**src/rtl/mem_wb_stage.sv**
```systemverilog
// mem_wb_stage: MEM/WB pipeline stage.
// Captures memory-stage results and holds load entries until their data arrives.
// Aligns and sign- or zero-extends load data, then selects the writeback source.
// Drives the register-file write port so that each instruction is written at most once.
// Optional feature macro: WB_RETIRE_COUNT_EN adds a 32-bit retired-instruction counter.
module mem_wb_stage #(
   parameter int ADDRESS_WIDTH = 5,
   parameter int DATA_WIDTH    = 32
) (
   input  logic                     clk,
   input  logic                     rst,
   input  logic                     stall,
   input  logic                     flush,
   input  logic                     in_valid,
   input  logic                     in_regwrite,
   input  logic [ADDRESS_WIDTH-1:0] in_rd,
   input  logic [DATA_WIDTH-1:0]    in_alu_result,
   input  logic [DATA_WIDTH-1:0]    in_pc_plus4,
   input  logic [1:0]               in_wb_sel,
   input  logic [1:0]               in_load_size,
   input  logic                     in_load_unsigned,
   input  logic [DATA_WIDTH-1:0]    mem_rdata,
   input  logic                     mem_rdata_valid,
   output logic                     wb_busy,
   output logic [ADDRESS_WIDTH-1:0] write_addr,
   output logic [DATA_WIDTH-1:0]    write_data,
`ifdef WB_RETIRE_COUNT_EN
   output logic [31:0]              retire_count,
`endif
   output logic                     regwrite_en
);

   typedef enum logic [1:0] {
      ST_EMPTY    = 2'b00,
      ST_WAIT_MEM = 2'b01,
      ST_READY    = 2'b10
   } state_t;

   localparam logic [1:0] WB_LOAD = 2'b01;
   localparam logic [1:0] WB_PC4  = 2'b10;
   localparam logic [1:0] SZ_BYTE = 2'b00;
   localparam logic [1:0] SZ_HALF = 2'b01;

   state_t                   state_r;
   logic                     valid_r;
   logic                     committed_r;
   logic                     regwrite_r;
   logic [ADDRESS_WIDTH-1:0] rd_r;
   logic [DATA_WIDTH-1:0]    alu_r;
   logic [DATA_WIDTH-1:0]    pc4_r;
   logic [1:0]               wb_sel_r;
   logic [1:0]               load_size_r;
   logic                     load_unsigned_r;
   logic [DATA_WIDTH-1:0]    load_buf_r;

   logic                     accept_s;
   logic                     in_live_s;
   logic [DATA_WIDTH-1:0]    sel_data_s;

   // Extract the addressed byte/half/word lane and extend it to the full datapath.
   function automatic logic [DATA_WIDTH-1:0] align_load(
      input logic [DATA_WIDTH-1:0] word,
      input logic [1:0]            offset,
      input logic [1:0]            size,
      input logic                  is_unsigned
   );
      logic [7:0]            b;
      logic [15:0]           h;
      logic [DATA_WIDTH-1:0] r;
      case (offset)
         2'b00:   b = word[7:0];
         2'b01:   b = word[15:8];
         2'b10:   b = word[23:16];
         2'b11:   b = word[31:24];
         default: b = word[7:0];
      endcase
      h = offset[1] ? word[31:16] : word[15:0];
      case (size)
         SZ_BYTE: r = {{(DATA_WIDTH-8){~is_unsigned & b[7]}}, b};
         SZ_HALF: r = {{(DATA_WIDTH-16){~is_unsigned & h[15]}}, h};
         default: r = word;
      endcase
      return r;
   endfunction

   // A new entry enters only when nothing downstream holds and no load is outstanding.
   assign accept_s  = !stall && !wb_busy;
   assign in_live_s = in_valid && !flush;

   // Stage state machine: capture, wait for load data, and single-commit tracking.
   always_ff @(posedge clk or posedge rst) begin
      if (rst) begin
         state_r         <= ST_EMPTY;
         valid_r         <= 1'b0;
         committed_r     <= 1'b0;
         regwrite_r      <= 1'b0;
         rd_r            <= {ADDRESS_WIDTH{1'b0}};
         alu_r           <= {DATA_WIDTH{1'b0}};
         pc4_r           <= {DATA_WIDTH{1'b0}};
         wb_sel_r        <= 2'b00;
         load_size_r     <= 2'b00;
         load_unsigned_r <= 1'b0;
         load_buf_r      <= {DATA_WIDTH{1'b0}};
      end else begin
         case (state_r)
            ST_WAIT_MEM: begin
               // Load data is taken even while stalled; the entry cannot be replaced here.
               if (mem_rdata_valid) begin
                  load_buf_r <= align_load(mem_rdata, alu_r[1:0], load_size_r, load_unsigned_r);
                  state_r    <= ST_READY;
               end
            end
            ST_READY: begin
               // A held entry has already presented its write once; suppress repeats.
               if (!accept_s) begin
                  committed_r <= 1'b1;
               end
            end
            default: begin
            end
         endcase
         if (accept_s) begin
            valid_r         <= in_live_s;
            committed_r     <= 1'b0;
            regwrite_r      <= in_regwrite;
            rd_r            <= in_rd;
            alu_r           <= in_alu_result;
            pc4_r           <= in_pc_plus4;
            wb_sel_r        <= in_wb_sel;
            load_size_r     <= in_load_size;
            load_unsigned_r <= in_load_unsigned;
            if (!in_live_s) begin
               state_r <= ST_EMPTY;
            end else if (in_wb_sel == WB_LOAD) begin
               state_r <= ST_WAIT_MEM;
            end else begin
               state_r <= ST_READY;
            end
         end
      end
   end

`ifdef WB_RETIRE_COUNT_EN
   // Count each valid entry once, on the edge where it commits or leaves uncommitted.
   always_ff @(posedge clk or posedge rst) begin
      if (rst) begin
         retire_count <= 32'd0;
      end else if ((state_r == ST_READY) && valid_r && !committed_r) begin
         retire_count <= retire_count + 32'd1;
      end else begin
         retire_count <= retire_count;
      end
   end
`endif

   // Writeback source select; code 11 falls back to the ALU result.
   always_comb begin
      sel_data_s = alu_r;
      case (wb_sel_r)
         WB_LOAD: sel_data_s = load_buf_r;
         WB_PC4:  sel_data_s = pc4_r;
         default: sel_data_s = alu_r;
      endcase
   end

   // Register-file write port, decoded purely from stage registers.
   always_comb begin
      wb_busy     = (state_r == ST_WAIT_MEM);
      write_addr  = valid_r ? rd_r : {ADDRESS_WIDTH{1'b0}};
      regwrite_en = 1'b0;
      write_data  = {DATA_WIDTH{1'b0}};
      if (state_r == ST_READY) begin
         regwrite_en = valid_r && regwrite_r && (rd_r != {ADDRESS_WIDTH{1'b0}}) && !committed_r;
         write_data  = sel_data_s;
      end else begin
         regwrite_en = 1'b0;
         write_data  = {DATA_WIDTH{1'b0}};
      end
   end

endmodule

```
**config.mk**
```make
export PLATFORM = sky130hd
export DESIGN_NAME = mem_wb_stage
export DESIGN_NICKNAME = d
export VERILOG_FILES = /design/src/rtl/mem_wb_stage.sv
export SDC_FILE = /design/constraint.sdc
export NUM_CORES = 1
export LEC_CHECK = 0
export CAP_MARGIN = 20
export CORE_ASPECT_RATIO = 1.75
export CORE_MARGIN = 4
export CORE_UTILIZATION = 54
export CTS_BUF_LIST = sky130_fd_sc_hd__clkbuf_2
export CTS_CLUSTER_SIZE = 30
export DETAILED_ROUTE_END_ITERATION = 6
export HOLD_SLACK_MARGIN = 0.05
export MAX_ROUTING_LAYER = met4
export PLACE_DENSITY = 0.92
export SLEW_MARGIN = 15
export SYNTH_ARGS = -nofsm -noshare
export SYNTH_HDL_FRONTEND = slang
export SYNTH_SLANG_ARGS = --single-unit
```
**constraint.sdc**
```tcl
create_clock -name clk -period 6.7 [get_ports clk]
set_clock_uncertainty 0.2 [all_clocks]
set_input_delay 1.34 -clock clk [delete_from_list [all_inputs] [get_ports clk]]
set_output_delay 1.34 -clock clk [all_outputs]
set_load 0.02 [all_outputs]
```
### After elaboration in Yosys (flattened, before gate mapping)

Cells that the tools add are included.

* latch bits: 0
* flip-flop bits (word level): 111
* memory bits (writable): 0
* bits in read-only memories: 0
* memories kept: 0
* output and inout port bits: 39
* bits of input ports: 113

* shift operators: 0
* add/subtract/negate cells: 0
* mux-type cells: 16
* divide/modulo/power cells: 0
* reductions and logical operators: 17
* magnitude comparators: 0
* equality and inequality tests: 9
* bitwise operators: 3
* $mul: 0

Operator list (number)
* $pmux 32 s2: 2
* $mux 32: 1
* $pmux 8 s4: 1
* $mux 16: 1
* $mux 8: 2
* $eq 2x1->1 const B: 5
* $mux 2: 5
* $eq 2x2->1 const B: 4
* $reduce_bool 2->1: 3
* $logic_and 1x1->1: 5
* $mux 5: 1
* $reduce_bool 5->1: 1
* $logic_not 1->1: 4
* $logic_not 2->1: 2
* $reduce_and 2->1: 2
* $mux 1: 3
* $and 1x1->1: 2
* $not 1->1: 1

### Longest topological paths before layout

Gate-level depths: netlist of run 1.

* word-level depth: 6
* depth in mapped cells: 6

### Least setup slack after synthesis of run 1

No wires, ideal clock.

* kind: flip-flop to output port
* start: register wb_sel_r[0]
* end: output port write_data[1]
* path slack: 3470 ps
* data required time: 5160 ps
* buffers on the path: 2
* stages on the path, launching flop included: 7
* data arrival time: 1690 ps
* cells stage by stage: dfrtp_1 inv_1 ha_1 clkbuf_1 clkbuf_1 a221oi_1 nor3_1

* longest elaborated chain between the ends: 3
* elaborated cells between the ends (all ways): 4
* classes of those cells: eq/ne: 2; mux: 2

Ends and longest elaborated chain
* start, declared: line 51 `logic [1:0] wb_sel_r;`
* start signal, assigned: line 129 `wb_sel_r <= in_wb_sel;`
* $eq 2x2->1 / $eq 2x1->1 (equally long branches): line 159 `case (wb_sel_r)`
* $pmux 32 s2 *: line 159
* $mux 32 *: line 172 `if (state_r == ST_READY) begin`
* end, declared: line 26 `output logic [DATA_WIDTH-1:0] write_data,`

Mark *: on every way between the ends. The rest lies on a longest branch, timed or not.

### Worst setup path after layout of run 1

* start: register wb_sel_r[0]
* end: output port write_data[5]

The elaborated chain is that of the path after synthesis.

==> impl_metrics.toml, run 1 <==
[synthesis]
syn-num-nets = 620
synth_edf_count = 0
netlist_area_um2 = 5590
synth_cells = 505
synth_cell_type_count = 34
ys.warnings.count = 0
ys_async_sr_fraction = 1.00
ys_ff_latch = 111
ys_seq_area_frac = 0.497
syn_area_per_cell_um2 = 11.1
yosys_most_used_dff = "dfrtp_1"

[detailed_routing]
drc_errors = 0
dr.pass1.iters = 5
drt_iter0_drc = 283
avgRoutedWirePerCell_um = 20.4
drt-vias-per-instance = 6.10
wl_um = 15500
final_antenna_net_count = 0
via_count = 4637

[worst_setup_path]
crit_slowest_cell = "ha_2"
r2r-end = "load_buf_r[11]$_DFFE_PP0P_"
worst_setup_path_end_kind = "primary output"
r2r_cells = 3
cp_max_fo = 64
cp_data_arrival_time_ns = 3.15
critPathBufInv = 2
endpoint = "write_data[5]"
startpoint_type = "flop"
path_cells = "inv_1, ha_2, a221oi_1, nor3_1, clkdlybuf4s50_1"
worstReg2RegStart = "alu_r[1]$_DFFE_PP0P_"
crit_type = "flop to primary output"
rrSetupSlack_ns = 3.95
cp_data_required_time_ns = 5.16
crit_start = "wb_sel_r[0]$_DFFE_PP0P_"
crit_cells = 5
path_delay_family = "adder cells"
max_stage_delay_ns = 0.97

[finish]
multi_input_area_um2 = 2600
drive_gt1_frac = 0.174
nets = 743
final_util = 0.730
nFillCells = 735
syn2layout_area_growth_pct = 30.2
design_area_um2 = 7280
final-seq-area_um2 = 2780

[global_routing]
busiest_layer = "met2"
grt_overflow = 0
grt_util_met3 = 0.0404
use_met2 = 0.437
grtUsageMet1 = 0.310
grt_usage = 0.265
grt_max_degree = 80
grt_pass1_vias = 4691
grt_pass1_wl_um = 24300
antenna_found_initial = 2

[die]
start_util = 0.561
ioPinCount = 152
rows = 48
dieArea_um2 = 12100
die_h_um = 143
fp.dieW_um = 84.9
core_um2 = 9970

[clocking]
cts_buffers = 9
cts_root_buf = "clkbuf_2"
clk_latency_ns = 0.61
post_cts_resized = 0
cts_tree = "yes"
post-cts-setup-buffer-count = 0
clk_pin_slew_worst_paths_ns = 0.31
cts_hold_buf = 0
cts.sinks = 111
cts.path.max_buffers = 2
htreeDepth = 3

[sta]
fin_crit_ns = 4.69
tightest_slew_ns = 1.02
clock.fmax_mhz = 213
rsz0062_at_grt = "false"
min_period_over_period = 0.700
slew_headroom = 0.320
hold_viol_final = 0
final_max_slew_viol_count = 0
finalSetupViolations = 0
setup_tns_ns = 0

[flow_run]
drv_cap = 0

[placement]
routabilityCongestion = 0.905
hpwl_um = 11100
dpl-instance-area_um2 = 7120
portBuffers = 151

[worst_hold_path]
hold_path.class = "flop to flop"

[outcome]
status = "finished, final reports clean"

[pwr]
vdd.ir_drop.worst_mv = 0.172
power_density_nw_per_um2 = 251
power.leakage_uw = 0.00285
-- layer usage --
metal / routed length (µm) / up-vias
met5: 0 / -
met4: 785 / 0
met3: 772 / 45
met2: 8170 / 185
met1: 5790 / 2287
li1: - / 2120
-- worst register-to-register path: cells and delay by family (launching register included) --
kind,cells,cell delay (ns)
simple gates,1,0.14
flops,1,1.03
mux,1,0.68
compound gates,1,0.60
-- worst min-delay path by stage --
stage / endpoint / startpoint / cells after the start
after global routing: pc4_r[25]$_DFFE_PP0P_ / pc4_r[25]$_DFFE_PP0P_ / 1
after detailed placement: regwrite_r$_DFFE_PP0P_ / regwrite_r$_DFFE_PP0P_ / 1
after CTS: regwrite_r$_DFFE_PP0P_ / regwrite_r$_DFFE_PP0P_ / 1
final: pc4_r[26]$_DFFE_PP0P_ / pc4_r[26]$_DFFE_PP0P_ / 1
after floorplan: load_buf_r[7]$_DFFE_PP0P_ / load_buf_r[7]$_DFFE_PP0P_ / 1
after global placement: pc4_r[27]$_DFFE_PP0P_ / pc4_r[27]$_DFFE_PP0P_ / 1
-- placed cells by master (no fill, tap or decap), drive strengths merged, types with 2 or more instances in the layout --
| cell type | count |
|---|---|
| a21oi | 25 |
| a221oi | 39 |
| and2 | 5 |
| and3b | 8 |
| buf | 6 |
| bufinv | 2 |
| clkbuf | 9 |
| clkdlybuf4s50 | 151 |
| clkinvlp | 2 |
| dfrtp | 111 |
| diode | 2 |
| ha | 2 |
| inv | 10 |
| mux2 | 81 |
| mux2i | 5 |
| nand2 | 3 |
| nand2b | 2 |
| nand3b | 2 |
| nor2 | 36 |
| nor2b | 41 |
| nor3 | 33 |
| nor3b | 10 |
| nor4 | 8 |
| nor4b | 6 |
| o21ai | 10 |
| o22ai | 16 |
-- power breakdown --
group / total [µW] / leakage [µW] / internal [µW] / switching, µW
combinational: 542 / 0.00147 / 285 / 257
sequential: 927 / 0.00130 / 811 / 116
clock: 361 / 0.0000807 / 128 / 233
total: 1830 / 0.00285 / 1220 / 607
-- metrics by stage --
step / cells / setup WS [ns] / hold slack, ns / total power, µW
global placement: 742 / 2.66 / 0.289 / 1460
CTS: 758 / 1.88 / 0.352 / 1830
floorplan: 505 / 2.23 / 0.267 / 1250
detailed placement: 742 / 2.61 / 0.296 / 1480
global route: 760 / 1.79 / 0.363 / 1930
finish: 760 / 2.01 / 0.350 / 1830
-- logic make-up after synthesis --
| family | Yosys count | synth area share |
|---|---|---|
| adder cells (fa/ha/maj) | 2 | 0.00447 |
| multiplexers | 87 | 0.176 |
| AO/OA/AOI/OAI | 95 | 0.122 |
| flip-flops | 111 | 0.497 |
| buffers and inverters | 53 | 0.0400 |
| AND/OR/NAND/NOR | 157 | 0.161 |
-- sequential cells by signal, indices dropped and copies added (netlist names) --
| name | flops |
|---|---|
| alu_r | 32 |
| load_buf_r | 32 |
| pc4_r | 32 |
| rd_r | 5 |
| load_size_r | 2 |
| state_r | 2 |
| wb_sel_r | 2 |
| committed_r | 1 |
| load_unsigned_r | 1 |
| regwrite_r | 1 |
| valid_r | 1 |
-- cells in the mapped netlist (2+ instances only) --
cell type  number  share of area
nand3b_1        2         0.0027
buf_2          11         0.0098
mux2i_1         5         0.0089
a221oi_1       39          0.061
a21oi_1        25          0.022
and3b_1         8          0.013
inv_1           8         0.0054
nor3_1         33          0.030
mux2_2         81           0.16
nor3b_1        10          0.013
dfrtp_1       111           0.50
nor2b_1        41          0.046
ha_1            2         0.0045
clkbuf_1       30          0.020
nor4b_1         6         0.0094
o22ai_1        16          0.018
nor4_1          8         0.0089
nor2_1         35          0.023
buf_4           3         0.0040
and2_1          5         0.0056
o21ai_0        10         0.0089
nand2_1         3         0.0020
nand2b_1        2         0.0022
-- cell type report --
class                      instances  share of cell area
sequential                       111               0.382
multi-input combinational        341               0.358
inverter                           8             0.00447
tap                              125              0.0215
clock buffer                       9             0.00619
clock inverter                     7              0.0143
timing repair buffer             157               0.214
antenna                            2            0.000687
No activity file was read; power rests on OpenSTA's default activity.
==> run 2: changes to the inputs <==
--- a/config.mk
+++ b/config.mk
@@ -8,13 +8,13 @@
 export CAP_MARGIN = 20
 export CORE_ASPECT_RATIO = 1.75
 export CORE_MARGIN = 4
-export CORE_UTILIZATION = 54
+export CORE_UTILIZATION = 45
 export CTS_BUF_LIST = sky130_fd_sc_hd__clkbuf_2
 export CTS_CLUSTER_SIZE = 30
 export DETAILED_ROUTE_END_ITERATION = 6
 export HOLD_SLACK_MARGIN = 0.05
 export MAX_ROUTING_LAYER = met4
-export PLACE_DENSITY = 0.92
+export PLACE_DENSITY = 0.82
 export SLEW_MARGIN = 15
 export SYNTH_ARGS = -nofsm -noshare
 export SYNTH_HDL_FRONTEND = slang
==> constraint.sdc (replaced) <==
create_clock -name clk -period 3.9 [get_ports clk]
set_clock_uncertainty 0.2 [all_clocks]
set_input_delay 0.78 -clock clk [delete_from_list [all_inputs] [get_ports clk]]
set_output_delay 0.78 -clock clk [all_outputs]
set_load 0.02 [all_outputs]
==> impl_metrics.toml, run 2 (synthesized netlist as in run 1, its figures left out) <==
[sta]
setup_tns_ns = 0
clock.fmax_mhz = 265
slew_headroom = 0.311
final_max_slew_viol_count = 0
holdWs_ns = 0.354
min_period_over_period = 0.968
hold_viol_final = 0
rsz0062_at_grt = "false"
fin_crit_ns = 3.77
finalSetupViolations = 0
tightest_slew_ns = 1.03

[placement]
portBuffers = 151
dp_cells = 793
hpwl_um = 12200
routabilityCongestion = 0.940

[worst_setup_path]
crit_start = "wb_sel_r[0]$_DFFE_PP0P_"
r2r-end = "load_buf_r[14]$_DFFE_PP0P_"
rrSetupSlack_ns = 1.59
critPathBufInv = 3
max_stage_delay_ns = 0.68
cp_data_arrival_time_ns = 2.79
crit_slowest_cell = "clkdlybuf4s50_1"
crit_type = "flop to primary output"
cp_data_required_time_ns = 2.92
r2r_cells = 3
endpoint = "write_data[0]"
worstReg2RegStart = "alu_r[1]$_DFFE_PP0P_"
path_cells = "inv_1, ha_4, clkbuf_8, nor2b_1, nor3_1, clkdlybuf4s50_1"
cp_max_fo = 15
path_delay_family = "buffers and inverters"
crit_cells = 6
startpoint_type = "flop"
worst_setup_path_end_kind = "primary output"

[clocking]
cts.path.max_buffers = 2
cts_buffers = 9
cts_root_buf = "clkbuf_2"
cts_tree = "yes"
clk_latency_ns = 0.61
htreeDepth = 3
cts.sinks = 111
clk_pin_slew_worst_paths_ns = 0.31

[worst_hold_path]
hold_path.class = "flop to flop"
worstHoldPathCells = 2

[pwr]
power.leakage_uw = 0.00293
power_uw = 3160
power_density_nw_per_um2 = 424
vdd.ir_drop.worst_mv = 0.223

[finish]
final_common_cell = "clkdlybuf4s50_1"
drive_gt1_frac = 0.187
nets = 756
instances_no_fill = 813
syn2layout_area_growth_pct = 33.3
largestRegisters = "alu_r: 32 flops, load_buf_r: 32 flops, pc4_r: 32 flops"
final_cell_mix = "151 x clkdlybuf4s50_1, 111 x dfrtp_1, 81 x mux2_2, 41 x nor2b_1, 39 x a221oi_1"

[die]
rows = 53
start_util = 0.463
core_um2 = 12100
ioPinCount = 152
die_h_um = 155
dieArea_um2 = 14300
fp.dieW_um = 92.3

[detailed_routing]
drt_iter0_drc = 206
dr.pass1.iters = 5
wl_um = 16500
via_count = 4669
drt-vias-per-instance = 5.74
final_antenna_net_count = 0
drc_errors = 0
avgRoutedWirePerCell_um = 20.3

[global_routing]
grt_pass1_wl_um = 25600
grt_usage = 0.238
antenna_found_initial = 1
grt_pass1_vias = 4705
grt_max_degree = 69
grt_overflow = 0

[outcome]
status = "finished, final reports clean"

[flow_run]
drv_cap = 0
==> run 2: worst min path at each step <==
stage                              start                         to  slack (ns)
2_1_floorplan  load_buf_r[7]$_DFFE_PP0P_  load_buf_r[7]$_DFFE_PP0P_        0.27
5_1_grt            pc4_r[21]$_DFFE_PP0P_      pc4_r[21]$_DFFE_PP0P_        0.36
4_1_cts            pc4_r[30]$_DFFE_PP0P_      pc4_r[30]$_DFFE_PP0P_        0.36
3_5_place_dp       alu_r[20]$_DFFE_PP0P_      alu_r[20]$_DFFE_PP0P_        0.30
3_3_place_gp       pc4_r[15]$_DFFE_PP0P_      pc4_r[15]$_DFFE_PP0P_        0.29
6_report         committed_r$_DFFE_PP0P_    committed_r$_DFFE_PP0P_        0.35
==> run 2: routing by layer <==
layer | global-route usage | routed length, µm | vias to the layer above
met5 | - | 0 | -
met4 | 0.153 | 941 | 0
met3 | 0.0368 | 779 | 60
met2 | 0.393 | 8690 | 195
met1 | 0.267 | 6120 | 2271
li1 | - | - | 2143
==> run 2: repair_timing <==
action	4_1_cts	5_1_grt
hold buffers	1	0
pin swaps	0	1
gates resized for setup	1	0
endpoints found under the setup margin	15	8
buffers inserted	0	1
hold endpoints to repair	1	0
==> run 2: metrics by stage <==
stage	instance area [µm²]	util	setup WS (ns)
2_1_floorplan	5600	-	1.23
3_3_place_gp	7280	0.603	0.699
3_5_place_dp	7280	0.603	0.651
4_1_cts	7440	0.616	0.151
5_1_grt	7450	0.618	0.0223
6_report	7460	0.618	0.125
==> run 2: area by class of cell <==
| cell class | count | area (µm²) |
|---|---|---|
| Multi-Input combinational cell | 341 | 2610 |
| Clock inverter | 7 | 88.8 |
| Antenna cell | 2 | 5.00 |
| Inverter | 8 | 33.8 |
| Sequential cell | 111 | 2780 |
| Timing Repair Buffer | 170 | 1690 |
| Clock buffer | 9 | 45.0 |
| Fill cell | 1026 | 4610 |
| Tap cell | 165 | 206 |
==> run 2: power breakdown <==
group          switching, µW  internal (µW)
Sequential               222           1390
Combinational            456            514
Clock                    412            165
==> run 2: worst reg2reg max path: cells and delay by family, from the launching register on <==
kind	cells	cell delay [ns]
DFF	1	0.61
and+or+nand+nor	1	0.16
muxes	1	0.63
AOI/OAI and AO/OA	1	0.62
==> run 3: changes to the inputs <==
--- a/config.mk
+++ b/config.mk
@@ -5,6 +5,7 @@
 export SDC_FILE = /design/constraint.sdc
 export NUM_CORES = 1
 export LEC_CHECK = 0
+export ABC_CLOCK_PERIOD_IN_PS = 3900
 export CAP_MARGIN = 20
 export CORE_ASPECT_RATIO = 1.75
 export CORE_MARGIN = 4
==> results of run 3 <==
Final layout, timing and power as in run 2 (identical DEF).
